## config.mk

```make
export PLATFORM = sky130hd
export DESIGN_NAME = uart_os16_link
export DESIGN_NICKNAME = d
export VERILOG_FILES = /design/src/rtl/uart_os16_link.sv
export SDC_FILE = /design/constraint.sdc
export NUM_CORES = 1
export LEC_CHECK = 0
export ABC_CLOCK_PERIOD_IN_PS = 2000
export BUFFER_PORTS_ARGS = -buffer_cell sky130_fd_sc_hd__buf_4
export CORE_MARGIN = 2
export CORE_UTILIZATION = 30
export DETAILED_ROUTE_END_ITERATION = 8
export PLACE_DENSITY = 0.47
export SETUP_SLACK_MARGIN = 0.3
export SYNTH_ARGS = -nofsm -noshare
export SYNTH_HDL_FRONTEND = slang
export SYNTH_SLANG_ARGS = --single-unit
export TNS_END_PERCENT = 50
```

## constraint.sdc

```tcl
create_clock -name clk -period 2 [get_ports clk]
set_clock_uncertainty 0.15 [all_clocks]
set_input_delay 0.2 -clock clk [delete_from_list [all_inputs] [get_ports clk]]
set_output_delay 0.2 -clock clk [all_outputs]
set_load 0.02 [all_outputs]
```

## src/rtl/uart_os16_link.sv

```systemverilog
// uart_os16_link: self-contained 8N1 UART transceiver.
//
// The transmitter is paced by a divider tick once per bit. The receiver is
// paced by a 16x oversample tick, samples each bit in the middle and checks
// the stop bit.
//
// Ports:
//   clk           system clock, rising edge
//   rst           asynchronous active-low reset
//   start         transmit request; accepted only while the transmitter is idle
//   data_in       byte to send, captured when start is accepted
//   tx_line       serial output, idle high
//   busy          transmitter occupied
//   done          one-cycle pulse at the end of the stop bit
//   rx_line       asynchronous serial input
//   data_out      last received byte, held until the next frame completes
//   valid         one-cycle pulse when a received frame completes
//   framing_error stop-bit status of the last completed frame (1 = bad stop)
module uart_os16_link #(
  parameter int CLK_HZ = 50_000_000,
  parameter int BAUD   = 115200
) (
  input  logic       clk,
  input  logic       rst,
  input  logic       start,
  input  logic [7:0] data_in,
  output logic       tx_line,
  output logic       busy,
  output logic       done,
  input  logic       rx_line,
  output logic [7:0] data_out,
  output logic       valid,
  output logic       framing_error
);

  localparam int DIV_TX = (CLK_HZ + BAUD/2) / BAUD;
  localparam int DIV_OS = (CLK_HZ + 8*BAUD) / (16*BAUD);
  localparam int CW     = (DIV_TX > 2) ? $clog2(DIV_TX) : 1;
  localparam logic [CW-1:0] TX_LAST = CW'(DIV_TX - 1);
  localparam logic [CW-1:0] OS_LAST = CW'(DIV_OS - 1);

  typedef enum logic [2:0] {TX_IDLE, TX_WAIT, TX_START, TX_DATA, TX_STOP} tx_state_t;
  typedef enum logic [2:0] {RX_IDLE, RX_START, RX_DATA, RX_STOP, RX_BREAK_WAIT} rx_state_t;

  logic [CW-1:0] tx_cnt_q, os_cnt_q;
  logic          baud_tick, os_tick;

  tx_state_t tx_state_q, tx_state_d;
  logic [7:0] tx_shift_q, tx_shift_d;
  logic [2:0] tx_idx_q, tx_idx_d;
  logic       tx_line_d, busy_d, done_d;

  rx_state_t rx_state_q, rx_state_d;
  logic       sync1_q, rx_s;
  logic [3:0] sub_q, sub_d;
  logic [2:0] bit_q, bit_d;
  logic [7:0] rx_shift_q, rx_shift_d;
  logic [7:0] data_out_d;
  logic       valid_d, fe_d;

  assign baud_tick = (tx_cnt_q == TX_LAST);
  assign os_tick   = (os_cnt_q == OS_LAST);

  // Free-running dividers; the two tick rates are unrelated to each other.
  always_ff @(posedge clk or negedge rst) begin
    if (!rst) begin
      tx_cnt_q <= '0;
      os_cnt_q <= '0;
    end else begin
      tx_cnt_q <= baud_tick ? '0 : tx_cnt_q + 1'b1;
      os_cnt_q <= os_tick   ? '0 : os_cnt_q + 1'b1;
    end
  end

  always_ff @(posedge clk or negedge rst) begin
    if (!rst) begin
      tx_state_q <= TX_IDLE;
      tx_shift_q <= '0;
      tx_idx_q   <= '0;
      tx_line    <= 1'b1;
      busy       <= 1'b0;
      done       <= 1'b0;
    end else begin
      tx_state_q <= tx_state_d;
      tx_shift_q <= tx_shift_d;
      tx_idx_q   <= tx_idx_d;
      tx_line    <= tx_line_d;
      busy       <= busy_d;
      done       <= done_d;
    end
  end

  // WAIT aligns the start bit to the free-running baud tick so that every
  // bit, including the start bit, is exactly one divider period long.
  always_comb begin
    tx_state_d = tx_state_q;
    tx_shift_d = tx_shift_q;
    tx_idx_d   = tx_idx_q;
    tx_line_d  = tx_line;
    busy_d     = busy;
    done_d     = 1'b0;
    case (tx_state_q)
      TX_IDLE: if (start) begin
        tx_shift_d = data_in;
        busy_d     = 1'b1;
        tx_state_d = TX_WAIT;
      end
      TX_WAIT: if (baud_tick) begin
        tx_line_d  = 1'b0;
        tx_state_d = TX_START;
      end
      TX_START: if (baud_tick) begin
        tx_line_d  = tx_shift_q[0];
        tx_shift_d = {1'b0, tx_shift_q[7:1]};
        tx_idx_d   = '0;
        tx_state_d = TX_DATA;
      end
      TX_DATA: if (baud_tick) begin
        if (tx_idx_q == 3'd7) begin
          tx_line_d  = 1'b1;
          tx_state_d = TX_STOP;
        end else begin
          tx_line_d  = tx_shift_q[0];
          tx_shift_d = {1'b0, tx_shift_q[7:1]};
          tx_idx_d   = tx_idx_q + 3'd1;
        end
      end
      TX_STOP: if (baud_tick) begin
        done_d     = 1'b1;
        busy_d     = 1'b0;
        tx_state_d = TX_IDLE;
      end
      default: tx_state_d = TX_IDLE;
    endcase
  end

  // Synchronizer resets to the idle (high) line level so reset never looks
  // like a start bit.
  always_ff @(posedge clk or negedge rst) begin
    if (!rst) begin
      sync1_q       <= 1'b1;
      rx_s          <= 1'b1;
      rx_state_q    <= RX_IDLE;
      sub_q         <= '0;
      bit_q         <= '0;
      rx_shift_q    <= '0;
      data_out      <= '0;
      valid         <= 1'b0;
      framing_error <= 1'b0;
    end else begin
      sync1_q       <= rx_line;
      rx_s          <= sync1_q;
      rx_state_q    <= rx_state_d;
      sub_q         <= sub_d;
      bit_q         <= bit_d;
      rx_shift_q    <= rx_shift_d;
      data_out      <= data_out_d;
      valid         <= valid_d;
      framing_error <= fe_d;
    end
  end

  // Receiver: START confirms the start bit at its middle, after which every
  // 16th oversample tick lands mid-bit. A good stop bit returns to IDLE at
  // mid stop bit to allow resync; a bad one waits for the line to go high.
  always_comb begin
    rx_state_d = rx_state_q;
    sub_d      = sub_q;
    bit_d      = bit_q;
    rx_shift_d = rx_shift_q;
    data_out_d = data_out;
    valid_d    = 1'b0;
    fe_d       = framing_error;
    if (os_tick) begin
      case (rx_state_q)
        RX_IDLE: if (!rx_s) begin
          sub_d      = '0;
          rx_state_d = RX_START;
        end
        RX_START: begin
          if (sub_q == 4'd7) begin
            sub_d      = '0;
            bit_d      = '0;
            rx_state_d = rx_s ? RX_IDLE : RX_DATA;
          end else begin
            sub_d = sub_q + 4'd1;
          end
        end
        RX_DATA: begin
          sub_d = sub_q + 4'd1;
          if (sub_q == 4'd15) begin
            rx_shift_d = {rx_s, rx_shift_q[7:1]};
            if (bit_q == 3'd7) rx_state_d = RX_STOP;
            else               bit_d = bit_q + 3'd1;
          end
        end
        RX_STOP: begin
          sub_d = sub_q + 4'd1;
          if (sub_q == 4'd15) begin
            data_out_d = rx_shift_q;
            valid_d    = 1'b1;
            fe_d       = ~rx_s;
            rx_state_d = rx_s ? RX_IDLE : RX_BREAK_WAIT;
          end
        end
        RX_BREAK_WAIT: if (rx_s) rx_state_d = RX_IDLE;
        default: rx_state_d = RX_IDLE;
      endcase
    end
  end

endmodule

```

Word level (Yosys, flattened, before mapping)
Cells that the tools add are included.
Widths: inputs -> output; s select.
- add/subtract/negate cells: 5
- bitwise logic cells: 1
- reduce and logical (&&, ||, !) cells: 19
- equality and inequality tests: 28
- multiplexer cells: 45
- operators with widths (kind ; number):
    $mux 3 ; 18
    $mux 8 ; 4
    $pmux 3 s5 ; 2
    $ne 2x2->1 const B ; 14
    $pmux 8 s3 ; 1
    $add 9x1->9 const B ; 2
    $mux 9 ; 2
    $eq 3x2->1 const B ; 4
    $eq 3x3->1 const B ; 4
    $pmux 3 s2 ; 2
    $pmux 4 s3 ; 1
    $reduce_and 3->1 ; 4
    $mux 1 ; 10
    $reduce_and 5->1 ; 2
    $eq 9x5->1 const B ; 1
    $eq 9x9->1 const B ; 1
    $reduce_bool 3->1 ; 3
    $mux 4 ; 2
    $reduce_and 4->1 ; 2
    $reduce_and 7->1 ; 1
    $add 3x1->3 const B ; 2
    $eq 3x1->1 const B ; 2
    $logic_not 3->1 ; 2
    $reduce_and 6->1 ; 1
    9 further kinds ; 11
- output and inout port bits: 13
- word-level logic and storage cells: 115
- register bits after elaboration: 65

Longest topological paths before layout
- word-level depth: 4
- depth in mapped cells: 7
- depth with buffers taken out: 6

Worst setup path before layout
OpenSTA, ideal clock, no wires.
- path type: reg-to-reg
- start point: reg tx_idx_q[0]
- end point: reg tx_shift_q[0]
- required time: 1725 ps
- slack: 6 ps
- stages on the path, launching flop included: 8
- arrival: 1719 ps
- clock period less this slack: 1994 ps
- path buffers: 1
- setup time: 125 ps
- path through: dfrtp_1 > ha_1 > ha_1 > nand2_1 > o21ai_0 > a211o_1 > buf_6 > mux2_4
- word-level cells in the longest chain between the ends: 3
- ends and longest elaborated chain (item ; RTL line ; text):
    start: declaration ; 50 ; logic [2:0] tx_idx_q, tx_idx_d;
    start signal: assignment ; 86 ; tx_idx_q <= tx_idx_d;
    $eq 3x3->1 ; 119 ; if (tx_idx_q == 3'd7) begin
    $ne 2x2->1 (no line) ; -- ;
    $reduce_and 5->1 (no line) ; -- ;
    end signal: assignment ; 85 ; tx_shift_q <= tx_shift_d;
    end: declaration ; 49 ; logic [7:0] tx_shift_q, tx_shift_d;
No other way between the ends.
A chain may end at the register's enable or synchronous reset.

Worst setup path in the final report
- start point: reg bit_q[0]
- end point: reg bit_q[0]
- word-level cells in the longest chain between the ends: 4
- ends and longest elaborated chain (item ; RTL line ; text):
    start: declaration ; 56 ; logic [2:0] bit_q, bit_d;
    start signal: assignment ; 155 ; bit_q <= bit_d;
    $add 3x1->3 ; 194 ; else bit_d = bit_q + 3'd1;
    $mux 3 ; 193 ; if (bit_q == 3'd7) rx_state_d = RX_STOP;
    $mux 3 ; 191 ; if (sub_q == 4'd15) begin
    $pmux 3 s2 ; 175 ; case (rx_state_q)
Parallel ways exist; a longest one is shown, timed or not. The select of a mux whose other input is x is not followed.

==> reports/results.txt <==
drt drc: 0
RSZ-0062 raised after global routing: yes
CP startpoint kind: register
grt ovf: 0
Max-cap violations: 0
Worst Hold Class: primary input to register
setup TNS: 0 ns
Routed WL: 5810 um
vias in the first global route: 2135
Post-synth ARST share: 100%
Placer Congestion: 0.768
Final Cycle Share: 98.2%
fmax: 509 MHz
Cell Pwr Density: 696 nW/um^2
final hold vios: 0
Clk Latency, worst-skew pair: 0.34 ns
largest family of logic cells by synthesized area: simple AND/OR/NAND/NOR gates
number of clock sinks: 65
synth warn: 0
DRT antenna net count: 0
CTS Buffer Depth: 2
die height: 105 um
simple-gate share of the synthesized area: 16.2%
Synth Area in Adders: 3.65%
# fillers: 954
ANT cells: 0
Post-Synthesis Cells: 262
PortBufs: 24
minimum clock period: 1.96 ns
nets: 344
P_leak: 1.89 nW
cell area after placement: 3580 um^2
Slew Limit Headroom: 64.1%
first-pass GRT wire length: 10100 um
CTS tree: done
core area: 10100 um^2
TritonRoute pass-1 iters: 4
initial antenna violation count: 0
syn_area_per_cell: 11.8 um^2
mux cell area share after synthesis: 13.3%
FF+latch count, synth: 65
Peak VDD IR: 0.000291 V
Starting Density: 30.4%
Unique masters post-synth: 50
DIE WIDTH: 105 um
Num CTS Buffers: 9
Slew Viols, Final: 0
die area: 11100 um^2
DRT iter0 DRCs: 59
syn_nets: 283
row count: 37
post-synthesis compound-gate area fraction: 6.89%
crit end category: register
post-route cell area: 4030 um^2
sequential-to-total area share from yosys stat: 52.8%
clock root buffer master: clkbuf_8
Data arrival, critical path: 2.03 ns
Worst-path clk slew: 0.07 ns
GRT Util Overall: 11.2%
vias per inst: 4.56
io pins: 25
final setup fails: 0
hold slack: 0.0649 ns
Inst Count DP: 433
Worst Path Required: 2.07 ns
status: finished, final reports clean
XOR/XNOR Fraction of Synth Area: 3.97%
pre-CTS setup slack: 0.0188 ns
dpl hpwl: 3860 um
via count: 2115
Final WS setup: 0.0370 ns
Mapped Area: 3090 um^2
number of flops mapped to enable cells by yosys: 0
measured slew at the worst slew-check pin: 0.535 ns
largest net degree at the start of global routing: 36
CP Max Fanout: 2
final cell count without fillers: 464
critical path class: register to register
share of layout cells above drive strength 1: 39.6%
Area Growth Syn to Fin: 30.6%
WL/cell: 12.5 um
H-tree Lvls: 3
most used flip-flop cell after synthesis: dfrtp_1
## where the power goes
part,switching [mW],internal [mW]
clock,0.516,0.866
sequential,0.00898,1.33
combinational,0.0381,0.0448
total,0.563,2.24
## registers in the layout (all words and copies together) (netlist names)
register,count
tx_idx_q,3
rx_shift_q,8
valid,1
busy,1
framing_error,1
done,1
os_cnt_q,9
rx_s,1
tx_shift_q,8
tx_cnt_q,9
tx_line,1
sub_q,4
tx_state_q,3
rx_state_q,3
data_out,8
bit_q,3
sync1_q,1
## synthesized netlist by cell type (3+ instances only)
library cell | count | area share [%]
mux2_2 | 23 | 8.4
nor2_1 | 21 | 2.6
dfstp_2 | 3 | 2.6
nor2b_1 | 4 | 0.81
mux2i_1 | 3 | 0.97
buf_6 | 3 | 1.1
a21oi_1 | 5 | 0.81
nand2_1 | 19 | 2.3
dfrtp_1 | 62 | 50
inv_1 | 11 | 1.3
o21ai_0 | 11 | 1.8
nor3_1 | 5 | 0.81
xor2_1 | 5 | 1.4
nand3_1 | 16 | 2.6
clkbuf_1 | 5 | 0.61
ha_1 | 9 | 3.6
mux2_4 | 8 | 3.9
xnor2_1 | 9 | 2.6
and3_1 | 4 | 0.81
## cell families after synthesis
group	after synthesis
and+or+nand+nor	88
xor gates and xnor gates	14
DFF	65
adders and majority gates	9
muxes	34
buffers and inverters	20
AOI/OAI and AO/OA	32
## per-stage QoR
stage / power [mW] / utilization [%]
after detailed placement: 1.45 / 35.3
after global routing: 2.93 / 39.8
after floorplan: 1.39 / -
after global placement: 1.45 / 35.3
after CTS: 2.86 / 38.8
final: 2.81 / 39.8
## routing by layer
metal  routed length, um  part of all wire [%]  vias up  track usage (%)
li1                    -                     -     1047                -
met4                  93                   1.6        0             4.38
met2                2740                    47       29             17.1
met3                 172                   3.0        9             3.40
met5                   0                     0        -                0
met1                2810                    48     1030             14.9
## critical path, cell delays in order, from the launching register on
cell and delay, ns:
dfrtp_1 0.39, ha_2 0.20, ha_4 0.16, nor2_2 0.09
nand3_1 0.08, a2111o_1 0.47, mux2_4 0.32
## path summary, 6_finish.rpt
| check | start | end | slack [ns] | cells past startpoint |
|---|---|---|---|---|
| worst max-delay path | bit_q[0] | bit_q[0] | 0.04 | 6 |
| worst min-delay path | data_in[6] | tx_shift_q[6] | 0.06 | 4 |
| worst max register to register | bit_q[0] | bit_q[0] | 0.04 | 6 |
| worst min register to register | sync1_q | rx_s | 0.21 | 0 |
| max in group asynchronous | rst | tx_line | 0.89 | 3 |
| min in group asynchronous | rst | os_cnt_q[5] | 0.20 | 2 |
## area by class of cell
cell class                      count  area (um^2)  share of cell area [%]
Sequential cell                    65         1630                    40.5
Inverter                           11         41.3                    1.02
Multi-Input combinational cell    177         1450                    36.1
Timing Repair Buffer               59          483                    12.0
Clock buffer                       10          138                    3.42
Clock inverter                      6          114                    2.83
Tap cell                          136          170                    4.22
## repair_timing
item                                    in CTS  in global routing
pin swaps                                    6                  6
endpoints found under the setup margin      32                 42
resized for setup                            7                 13
setup buffers                                6                  6
endpoints found under the hold margin       35                  0
hold buffers                                 3                  0
## cells in the final DEF (no fill, tap or decap), drive strengths merged, types with 2 or more instances in the layout
cell and n:
ha 9, dfrtp 62, and4 2, o21ai 11, dfstp 3, o31ai 2
buf 56, mux2 31, and2 2, a21oi 5, mux2i 3, o22ai 2
inv 12, bufinv 3, nand3 17, nor3 6, nor2 21, dlygate4sd3 3
clkinvlp 2, xnor2 9, and3 5, nand2 20, nand2b 2, clkbuf 10
o211ai 2, xor2 5, nor2b 4
(Power assumes the default switching activity.)
